`config.mk`:
```
export PLATFORM = sky130hd
export DESIGN_NAME = dual_port_sync_ram
export DESIGN_NICKNAME = d
export VERILOG_FILES = /design/src/rtl/dual_port_sync_ram.sv
export SDC_FILE = /design/constraint.sdc
export NUM_CORES = 1
export LEC_CHECK = 0
export ABC_AREA = 1
export CAP_MARGIN = 10
export CORE_MARGIN = 2
export CORE_UTILIZATION = 57
export DETAILED_ROUTE_END_ITERATION = 10
export PLACE_DENSITY = 0.75
export SYNTH_ARGS = -nofsm -noshare
export SYNTH_HDL_FRONTEND = slang
export SYNTH_SLANG_ARGS = --single-unit
```
`constraint.sdc`:
```
create_clock -name clk -period 2.8 [get_ports clk]
set_input_delay 0.7 -clock clk [delete_from_list [all_inputs] [get_ports clk]]
set_output_delay 0.7 -clock clk [all_outputs]
set_load 0.05 [all_outputs]
```
`src/rtl/dual_port_sync_ram.sv`:
```
// dual_port_sync_ram: true-dual-port RAM with clear sequencer, collision flag and read-valid strobes (DPRAM_BYPASS_EN selects write-first forwarding)
module dual_port_sync_ram #(
  parameter int DATA_WIDTH = 8,
  parameter int ADDR_WIDTH = 4
) (
  input  logic                  clk,
  input  logic                  rst,
  input  logic                  clr,
  output logic                  busy,
  input  logic                  we1,
  input  logic                  oe1,
  input  logic [ADDR_WIDTH-1:0] addra,
  input  logic [DATA_WIDTH-1:0] din_a,
  output logic [DATA_WIDTH-1:0] dout_a,
  output logic                  vld_a,
  input  logic                  we2,
  input  logic                  oe2,
  input  logic [ADDR_WIDTH-1:0] addrb,
  input  logic [DATA_WIDTH-1:0] din_b,
  output logic [DATA_WIDTH-1:0] dout_b,
  output logic                  vld_b,
  output logic                  coll
);
  localparam int ADDR_DEPTH = 1 << ADDR_WIDTH;
  localparam logic [0:0] CLEAR = 1'b0;
  localparam logic [0:0] READY = 1'b1;
  logic [0:0] state;
  logic [ADDR_WIDTH-1:0] cnt;
  logic [DATA_WIDTH-1:0] mem [ADDR_DEPTH];
  logic act, rd_a, rd_b, hit, wr_b;
  logic [DATA_WIDTH-1:0] q_a, q_b;
  assign busy = state == CLEAR;
  assign act  = state == READY && !clr;
  assign rd_a = act && oe1 && !we1;
  assign rd_b = act && oe2 && !we2;
  assign hit  = we1 && we2 && addra == addrb;
  assign wr_b = we2 && !hit;
`ifdef DPRAM_BYPASS_EN
  assign q_a = (we2 && addrb == addra) ? din_b : mem[addra];
  assign q_b = (we1 && addra == addrb) ? din_a : mem[addrb];
`else
  assign q_a = mem[addra];
  assign q_b = mem[addrb];
`endif
  // clear sequencer: sweep every address once, then hand the array to the ports
  always_ff @(posedge clk or posedge rst) begin
    if (rst) begin
      state <= CLEAR;
      cnt   <= '0;
    end else if (state == CLEAR) begin
      cnt <= cnt + ADDR_WIDTH'(1);
      if (cnt == ADDR_WIDTH'(ADDR_DEPTH - 1)) state <= READY;
    end else if (clr) begin
      state <= CLEAR;
      cnt   <= '0;
    end
  end
  // storage: clear writes zero, otherwise port A wins a same-address write collision
  always_ff @(posedge clk) begin
    if (busy) mem[cnt] <= '0;
    else if (act) begin
      if (we1) mem[addra] <= din_a;
      if (wr_b) mem[addrb] <= din_b;
    end
  end
  // registered read data, valid strobes and collision pulse
  always_ff @(posedge clk or posedge rst) begin
    if (rst) begin
      dout_a <= '0;
      dout_b <= '0;
      vld_a  <= 1'b0;
      vld_b  <= 1'b0;
      coll   <= 1'b0;
    end else begin
      dout_a <= rd_a ? q_a : '0;
      dout_b <= rd_b ? q_b : '0;
      vld_a  <= rd_a;
      vld_b  <= rd_b;
      coll   <= act && hit;
    end
  end
endmodule
```
; After elaboration in Yosys (flattened, before gate mapping)
; Memories as Yosys holds them, arrays and structs flattened.
; Cells that the tools add are included.
[op_classes]
n_bitwise = 1
addsub = 1
n_reduce_logical = 14
muxes = 19
eq_ne = 3
[op_table]
columns = cell, n
row1 = 8-bit 2-to-1 mux, 3
row2 = 1-bit 2-to-1 mux, 13
row3 = 4-bit 2-to-1 mux, 3
row4 = 1-bit logical AND, 9
row5 = 8-bit OR reduction, 1
row6 = "4-bit by 1-bit adder with 4-bit output, second input constant", 1
row7 = 4-bit == test, 1
row8 = "4-bit == test, second input constant", 1
row9 = 1-bit logical NOT, 4
row10 = "2-bit != test, second input constant", 1
row11 = 1-bit NOT, 1
[totals]
ff_bits = 24
ramBits = 128
output_inout_bits = 20
wordCells = 46
memories = 1
[memory_table]
columns = name, depth, width, rd, rd_ports_with_merged_regs, wr, line
row1 = mem, 16, 8, 2, 0, 2, 29  ; logic [DATA_WIDTH-1:0] mem [ADDR_DEPTH];

; Logic depth before layout (Yosys ltp)
; Gate-level depths: netlist (run 1).
[depth]
depth_word = 8
mapped_depth = 11
mapped_depth_nobuf = 9

; Least setup slack after synthesis (run 1)
; OpenSTA, ideal clock, no wires.
[synth_path]
path_kind = in2reg
from = in addra[2]
to = mem mem[4][0] (enable)
arrival_time_ns = 1.924
cell_stages = 10
required_time_ns = 2.426
path_buffers = 3
slack_ns = 0.502
setup_ns = 0.374
cell_sequence = buf_4 -> inv_2 -> nand2_1 -> nand2_1 -> nor2_1 -> nand3_1 -> buf_6 -> buf_6 -> nand3_4 -> o21ai_1
[synth_lines]
columns = item, line
row1 = "start, declared", 12  ; input logic [ADDR_WIDTH-1:0] addra,
row2 = "end, declared", 29

==> results.toml, run 1 <==
[yosys]
ys_types = 26
synth_commonest_cells = "nand2_1 (708), inv_1 (134), nand4_1 (129)"
synth-seq-area-share_pct = 42.2
synth_top_cell_area_share_pct = 36.5
ys_ff_latch = 152
synth_edf_count = 128
ys.flop_type = "edfxtp_1"
async_reset_ff_share_pct = 15.8
synth.most_common_cell = "nand2_1"
synthTopCellsByArea = "edfxtp_1 (37%), nand2_1 (25%), nand4_1 (7.7%)"
yosys_warnings = 0
avgSynthCellArea_sq_um = 7.01
synthesis.instances = 1501
synth_top_area_cell = "edfxtp_1"
syn_nets = 1533
synth_area_sq_um = 10500

[clocking]
cts_tree = "built"
clk_latency_ps = 430
cts_setup_buffers = 0
cts.reportedPaths.clkPinSlew_ps = 70
cts_num_sinks = 152
holdBufCountCts = 0
cts_buffers = 17
cts_buffer_depth = 2
cts-root-buf = "clkbuf_16"
h-tree-depth = 4
cts_resized = 0

[timing]
whs_ps = 518
setup_viol = 0
rsz0062_at_grt = "false"
min_period_ps = 2550
min_period_over_period_pct = 91.2
hold_viol = 0
tightestPinTransition_ps = 589
max_freq_mhz = 392
tns_ps = 0
slew_headroom_pct = 60.6
slew_violations = 0
skew_ps = 9.71

[power_and_ir_drop]
power_frac_comb_pct = 30.2
p_per_area_nw_per_um2 = 654
p_sw_share_pct = 34.6
p_leak_nw = 6.09
power.switching_mw = 2.81
p_int_mw = 5.32
peakVddDrop_mv = 0.502
total_power_mw = 8.13
p_seq_share_pct = 39.9
power_frac_clock_pct = 29.9

[place]
place_hpwl_mm = 23.4
dpl_cell_area_sq_um = 11800
place.port_buffers = 50
gp_congestion = 0.973

[grt]
grt_max_degree = 57
antenna_found_initial = 0
grt_usage_pct = 35.4
first_global_vias = 9649
grt_pass1_wl_mm = 52.9
overflow = 0

[critical_path]
worst_path_largest_cell_delay_ps = 510
path_delay_family = "buffers and inverters"
critPathRequiredTime_ps = 2940
path_class = "in -> reg"
startpoint_type = "input port"
r2r_slack_ps = 530
slowest_stage = "clkdlybuf4s50_1"
cp_num_buf_inv = 6
cp.arrival_ps = 2690
crit_chain = "clkdlybuf4s50_1 -> inv_2 -> nand2_1 -> nor2_1 -> buf_4 -> nand2_1 -> nand2_1 -> buf_4 -> nor2_1 -> inv_1 -> o21ai_1 -> buf_4"
worstPathMaxFanout = 8
critical_path.endpoint_type = "flop"

[layout]
nets = 1604
design_area_sq_um = 12400
num_antenna_cells = 0
syn_to_final_growth_pct = 18.1
drive_above_1_share_pct = 12.5

[floorplanning]
dieArea_sq_um = 19600
core-area_sq_um = 18000
start_util_pct = 58.4
rows = 49
fp.dieW_microns = 140
pin_count = 51
die_h_microns = 140

[job]
max-cap-violations = 0

[detailed_routing]
dr.pass1.iters = 6
via_count = 10754
drt_wl_total_mm = 34.2
routed_wire_length_per_instance_microns = 18.8
first_iter_violations = 1591
ant_nets = 0
via_per_inst = 5.93
drcViolationCount = 0

[hold_path]
hold_path.class = "reg -> reg"

[outcome]
status = "finished clean"
[cell usage in the layout (no fill, tap or decap), types with 3 or more instances in the layout]
master | synthesis | layout
clkinv_2 | 0 | 3
bufinv_16 | 0 | 4
clkinv_4 | 0 | 3
nand3_4 | 15 | 16
clkdlybuf4s50_1 | 0 | 48
clkbuf_16 | 0 | 17
buf_12 | 0 | 19
o21ai_1 | 9 | 9
nor2_4 | 10 | 10
nor2_2 | 19 | 19
dfrtp_1 | 24 | 24
edfxtp_1 | 128 | 128
nand2_1 | 708 | 708
inv_1 | 134 | 134
nand4_1 | 129 | 129
nand3_1 | 98 | 97
buf_4 | 7 | 85
a21oi_1 | 11 | 11
inv_2 | 10 | 10
nor2_1 | 61 | 61
o21ai_0 | 35 | 35
[stage by stage]
step | worst slack [ps] | std cells | utilization (%)
final | 246 | 1814 | 69.0
after global routing | 150 | 1814 | 69.0
after CTS | 252 | 1814 | 69.0
after detailed placement | -137 | 1782 | 65.5
after global placement | -85.0 | 1782 | 65.5
after floorplan | 502 | 1501 | -
[power by group through the flow]
stage | Sequential, mW | Combinational, mW | Clock, mW
after floorplan | 3.22 | 1.42 | 0
after global placement | 3.27 | 2.33 | 0
after detailed placement | 3.28 | 2.38 | 0
after CTS | 3.24 | 2.40 | 2.44
after global routing | 3.29 | 2.67 | 2.53
final | 3.25 | 2.45 | 2.43
[per-layer routing]
metal	wire length [microns]	track usage, %	vias up
met5	0	0	-
met4	2010	18.0	0
met3	3940	6.15	168
met2	15200	55.0	771
met1	13000	47.9	4815
li1	-	-	5000
[cell type report]
type | count | area [sq um]
Sequential cell | 152 | 4440
Clock buffer | 17 | 425
Fill cell | 1475 | 5590
Timing Repair Buffer | 154 | 1510
Tap cell | 229 | 287
Inverter | 145 | 547
Multi-Input combinational cell | 1102 | 5030
Clock inverter | 15 | 199
[sequential cells by signal, indices dropped and copies added, names as in the netlist]
name and flops:
mem 128, dout_a 8, dout_b 8, cnt 4, coll 1, state 1, vld_a 1, vld_b 1
[cells by family (layout without fill, tap and decap cells)]
| group | Yosys count | after routing | share of synthesized area, % |
|---|---|---|---|
| compound gates | 57 | 57 | 2.77 |
| buf+inv | 247 | 331 | 10.2 |
| flops | 152 | 152 | 42.2 |
| simple gates | 1044 | 1044 | 44.7 |
| fa+ha+maj | 1 | 1 | 0.119 |
[worst paths after layout]
check	startpoint	to	cells after the start
min in group asynchronous	rst	dout_a[1]$_DFF_PP0_	3
worst max-delay path	clr	mem[4][1]$_DFFE_PP_	12
worst min register to register	state$_DFF_PP0_	state$_DFF_PP0_	1
worst min-delay path	state$_DFF_PP0_	state$_DFF_PP0_	1
max in group asynchronous	rst	vld_b$_DFF_PP0_	3
worst max register to register	state$_DFF_PP0_	mem[4][1]$_DFFE_PP_	10
Power figures use the tool's default switching activity.
==> inputs of run 2 (changes only) <==
--- a/config.mk
+++ b/config.mk
@@ -10,6 +10,7 @@
 export CORE_MARGIN = 2
 export CORE_UTILIZATION = 57
 export DETAILED_ROUTE_END_ITERATION = 10
+export GPL_ROUTABILITY_DRIVEN = 0
 export PLACE_DENSITY = 0.75
 export SYNTH_ARGS = -nofsm -noshare
 export SYNTH_HDL_FRONTEND = slang
==> run 2 against run 1 <==
Net effect:
- global-route usage is essentially flat
- via count rose by 0.28%
- clock power barely moved
- worst hold slack got worse by 6.2 ps
- critical path depth decreased by 10
- routed wire length hardly changed
- combinational power about the same
- register-to-register slack gained 80 ps
- sequential power is essentially flat
- sequential cell count stayed put
- cell count increased by 0.11%
- first-iteration DRC count shrank 1.4%
- largest power group unchanged
==> results.toml, run 2 (synthesis results as in run 1) <==
[grt]
grt_max_degree = 60
grt_usage_pct = 35.4
grt_pass1_wl_mm = 53.1
antenna_found_initial = 1
first_global_vias = 9876
overflow = 0

[place]
place_hpwl_mm = 23.1
post-place-cells = 1784
dpl_cell_area_sq_um = 11700
place.port_buffers = 50

[detailed_routing]
ant_nets = 0
dr.pass1.iters = 7
drt_wl_total_mm = 34.2
drcViolationCount = 0
routed_wire_length_per_instance_microns = 18.8
via_per_inst = 5.94
via_count = 10784
first_iter_violations = 1568

[layout]
final_common_cell = "nand2_1"
drive_above_1_share_pct = 12.3
design_area_sq_um = 12300
syn_to_final_growth_pct = 17.0
num_antenna_cells = 0
layout.cells.non_filler = 1816
nets = 1606
final_cell_mix = "nand2_1 (708), inv_1 (134), nand4_1 (129), edfxtp_1 (128), nand3_1 (97)"
top_register = "mem"
largest_registers = "mem: 128 flops, dout_a: 8 flops, dout_b: 8 flops"
largest_reg_flops = 128
utilization_pct = 68.4

[floorplanning]
core-area_sq_um = 18000
pin_count = 51
start_util_pct = 58.4
fp.dieW_microns = 140
die_h_microns = 140
dieArea_sq_um = 19600
rows = 49

[job]
max-cap-violations = 0

[outcome]
status = "finished clean"

[clocking]
h-tree-depth = 4
cts_buffers = 17
cts_num_sinks = 152
cts_setup_buffers = 0
holdBufCountCts = 0
cts_buffer_depth = 2
cts_tree = "built"
cts-root-buf = "clkbuf_16"
cts_resized = 0
clk_latency_ps = 430
cts.reportedPaths.clkPinSlew_ps = 60

[critical_path]
r2r_slack_ps = 610
startpoint_type = "flop"
worst_path_largest_cell_delay_ps = 830
slowest_stage = "clkdlybuf4s50_1"
crit_chain = "inv_2 -> clkdlybuf4s50_1"
cp_num_buf_inv = 2
critical_path.endpoint_type = "output port"
cp.arrival_ps = 1820
path_delay_family = "buffers and inverters"
path_class = "reg -> out"
critPathRequiredTime_ps = 2100
worstPathMaxFanout = 10

[timing]
hold_viol = 0
slew_headroom_pct = 60.8
slew_violations = 0
skew_ps = 8.58
min_period_ps = 2520
tightestPinTransition_ps = 586
max_freq_mhz = 396
rsz0062_at_grt = "false"
min_period_over_period_pct = 90.1
setup_viol = 0

[power_and_ir_drop]
peakVddDrop_mv = 0.439
p_leak_nw = 6.06
p_per_area_nw_per_um2 = 655

[hold_path]
hold_path.class = "reg -> reg"
-- run 2: layout make-up --
| type | count | area [sq um] |
|---|---|---|
| multi-input cells | 1102 | 5030 |
| flip-flops and latches | 152 | 4440 |
| clock buffers | 22 | 454 |
| repair buffers | 156 | 1410 |
| clock inverters | 10 | 153 |
| well taps | 229 | 287 |
| inverters | 145 | 547 |
| fillers | 1541 | 5700 |
-- run 2: metrics by stage --
stage                     hold WS [ps]  setup slack [ps]  total power, mW  setup TNS (ps)
after detailed placement           503             -94.5             5.62           -1570
after floorplan                    472               502             4.64               0
after global routing               531               246             8.40               0
final                              512               276             8.07               0
after CTS                          510               278             8.00               0
after global placement             503             -92.5             5.57           -1350
-- run 2: metal layers --
layer	vias to the layer above	share of wire, %	global-route usage, %
met3	195	13	6.02
met1	4791	37	47.9
met2	791	44	53.8
met4	2	6.2	20.7
met5	-	0.047	0
li1	5005	-	-
-- run 2: report_power, final --
group	internal [mW]	total, mW	switching (mW)
clock	1.50	2.40	0.896
combinational	0.781	2.42	1.64
sequential	3.01	3.24	0.229
-- run 2: worst reg2reg max path: cells and delay by family, from the launching register on --
| family | cells | cell delay [ps] |
|---|---|---|
| AND/OR/NAND/NOR | 5 | 720 |
| buffers and inverters | 4 | 620 |
| flip-flops | 1 | 380 |
| AO/OA/AOI/OAI | 1 | 170 |
-- run 2: final timing paths --
check                      depth (start not counted)                  end             from
setup / recovery                                   2                 busy  state$_DFF_PP0_
hold / removal                                     1      state$_DFF_PP0_  state$_DFF_PP0_
setup reg to reg                                  10  mem[4][0]$_DFFE_PP_  state$_DFF_PP0_
hold reg to reg                                    1      state$_DFF_PP0_  state$_DFF_PP0_
max in group asynchronous                          3      vld_b$_DFF_PP0_              rst
min in group asynchronous                          3   cnt[3]$_DFFE_PP0P_              rst
==> inputs of run 3 (changes only) <==
--- a/config.mk
+++ b/config.mk
@@ -7,11 +7,12 @@
 export LEC_CHECK = 0
 export ABC_AREA = 1
 export CAP_MARGIN = 10
+export CORE_ASPECT_RATIO = 1.4
 export CORE_MARGIN = 2
-export CORE_UTILIZATION = 57
+export CORE_UTILIZATION = 44
 export DETAILED_ROUTE_END_ITERATION = 10
 export GPL_ROUTABILITY_DRIVEN = 0
-export PLACE_DENSITY = 0.75
+export PLACE_DENSITY = 0.6
 export SYNTH_ARGS = -nofsm -noshare
 export SYNTH_HDL_FRONTEND = slang
 export SYNTH_SLANG_ARGS = --single-unit
==> constraint.sdc (replaced) <==
create_clock -name clk -period 3.3 [get_ports clk]
set_input_delay 0.825 -clock clk [delete_from_list [all_inputs] [get_ports clk]]
set_output_delay 0.825 -clock clk [all_outputs]
set_load 0.05 [all_outputs]
==> run 3 against run 2 <==
Net effect:
- non-clock buffer count shrank 41
- cell count rose by 2.2%
- global-route usage down 6.6 points
- worst setup slack gained 260 ps
- cell area shrank 2.0%
- first-iteration DRC count decreased by 41%
- power shrank 18%
- sequential power decreased by 15%
- count of clock-buffer cells in the layout shrank 1
- critical endpoint is now mem[12][6]$_DFFE_PP_
- largest power group unchanged
==> results.toml, run 3 (synthesis results as in run 1) <==
[outcome]
status = "finished clean"

[floorplanning]
rows = 67
core-area_sq_um = 23700
start_util_pct = 44.4
pin_count = 51
dieArea_sq_um = 25200
die_h_microns = 187
fp.dieW_microns = 135

[critical_path]
timing.rr.start = "state$_DFF_PP0_"
path_class = "in -> reg"
critPathRequiredTime_ps = 3390
worstPathMaxFanout = 8
cp.arrival_ps = 2860
r2r_cells = 8
rr_endpoint = "mem[12][6]$_DFFE_PP_"
r2r_slack_ps = 910
startpoint_type = "input port"
critical_path.endpoint_type = "flop"

[clocking]
cts-root-buf = "clkbuf_16"
cts_buffers = 17
cts_setup_buffers = 0
cts_num_sinks = 152
cts_tree = "built"
holdBufCountCts = 0
h-tree-depth = 4
cts_buffer_depth = 2
cts.reportedPaths.clkPinSlew_ps = 60
clk_latency_ps = 430
cts_resized = 0

[layout]
num_antenna_cells = 0
final_common_cell = "nand2_1"
largest_reg_flops = 128
largest_registers = "mem: 128 flops, dout_a: 8 flops, dout_b: 8 flops"
utilization_pct = 50.9
layout.cells.non_filler = 1856
fill_cells = 2337
syn_to_final_growth_pct = 14.7
final_cell_mix = "nand2_1 (708), inv_1 (134), nand4_1 (129), edfxtp_1 (128), nand3_1 (97)"
drive_above_1_share_pct = 10.1
nets = 1565
design_area_sq_um = 12100
top_register = "mem"

[detailed_routing]
drt_wl_total_mm = 35.5
drcViolationCount = 0
via_per_inst = 5.49
first_iter_violations = 922
via_count = 10183
routed_wire_length_per_instance_microns = 19.1
ant_nets = 0
dr.pass1.iters = 6

[timing]
slew_violations = 0
slew_headroom_pct = 40.6
tightestPinTransition_ps = 890
setup_viol = 0
max_freq_mhz = 362
tns_ps = 0
hold_viol = 0
skew_ps = 7.38
min_period_ps = 2760
setup_ws_ps = 537
whs_ps = 513
min_period_over_period_pct = 83.7
rsz0062_at_grt = "false"

[place]
place_hpwl_mm = 24.9
dpl_cell_area_sq_um = 11500
post-place-cells = 1824
pre_cts_ws_ps = 134
place.port_buffers = 50

[job]
max-cap-violations = 0

[hold_path]
hold_path.class = "reg -> reg"
hp-start = "state$_DFF_PP0_"
min_to = "state$_DFF_PP0_"
hold_depth = 1

[power_and_ir_drop]
p_leak_nw = 5.84
peakVddDrop_mv = 0.415
p_per_area_nw_per_um2 = 546
total_power_mw = 6.59

[grt]
grt_usage_pct = 28.8
grt_pass1_wl_mm = 54.1
first_global_vias = 9589
antenna_found_initial = 0
grt_max_degree = 60
overflow = 0
==> run 3: cell types whose count changed in the layout (fill, tap and decap cells not counted) <==
cell / previous run / this run
buf_12: 10 / 8
clkinv_4: 0 / 2
bufinv_16: 4 / 3
inv_6: 0 / 1
clkbuf_8: 1 / 0
buf_4: 96 / 57
clkinv_1: 2 / 0
clkinvlp_4: 2 / 3
==> run 3: report_power, final <==
part / switching [mW] / total [mW] / internal, mW
registers: 0.182 / 2.74 / 2.56
logic: 1.38 / 1.90 / 0.527
clock network: 0.753 / 1.94 / 1.19
==> run 3: layout make-up <==
type	count	area (sq um)	area share, %
Clock buffer	21	440	3.65
Clock inverter	11	149	1.23
Inverter	145	547	4.53
Multi-Input combinational cell	1102	5030	41.6
Sequential cell	152	4440	36.8
Tap cell	310	388	3.21
Timing Repair Buffer	115	1080	8.93
==> run 3: worst max path at each step <==
stage,from,end,slack [ps],cells past startpoint
after global placement,clr,mem[12][0]$_DFFE_PP_,140,8
after global routing,addrb[1],mem[15][2]$_DFFE_PP_,460,6
after detailed placement,clr,mem[12][0]$_DFFE_PP_,130,8
after floorplan,addra[2],mem[4][0]$_DFFE_PP_,880,10
final,clr,mem[12][6]$_DFFE_PP_,540,8
after CTS,clr,mem[12][6]$_DFFE_PP_,590,8
==> run 3: critical path, stage by stage <==
cell and delay [ps]:
clkdlybuf4s50_1 450, nor2_2 220, nand2_2 180, nand2_1 120
nand2_1 160, nor2_1 320, nand3_1 220, nand2_1 350
==> run 3: layer usage <==
layer	track usage (%)	part of all wire, %
met5	0	0
met4	20.9	7.7
met3	3.96	6.5
met2	47.7	48
met1	33.7	38
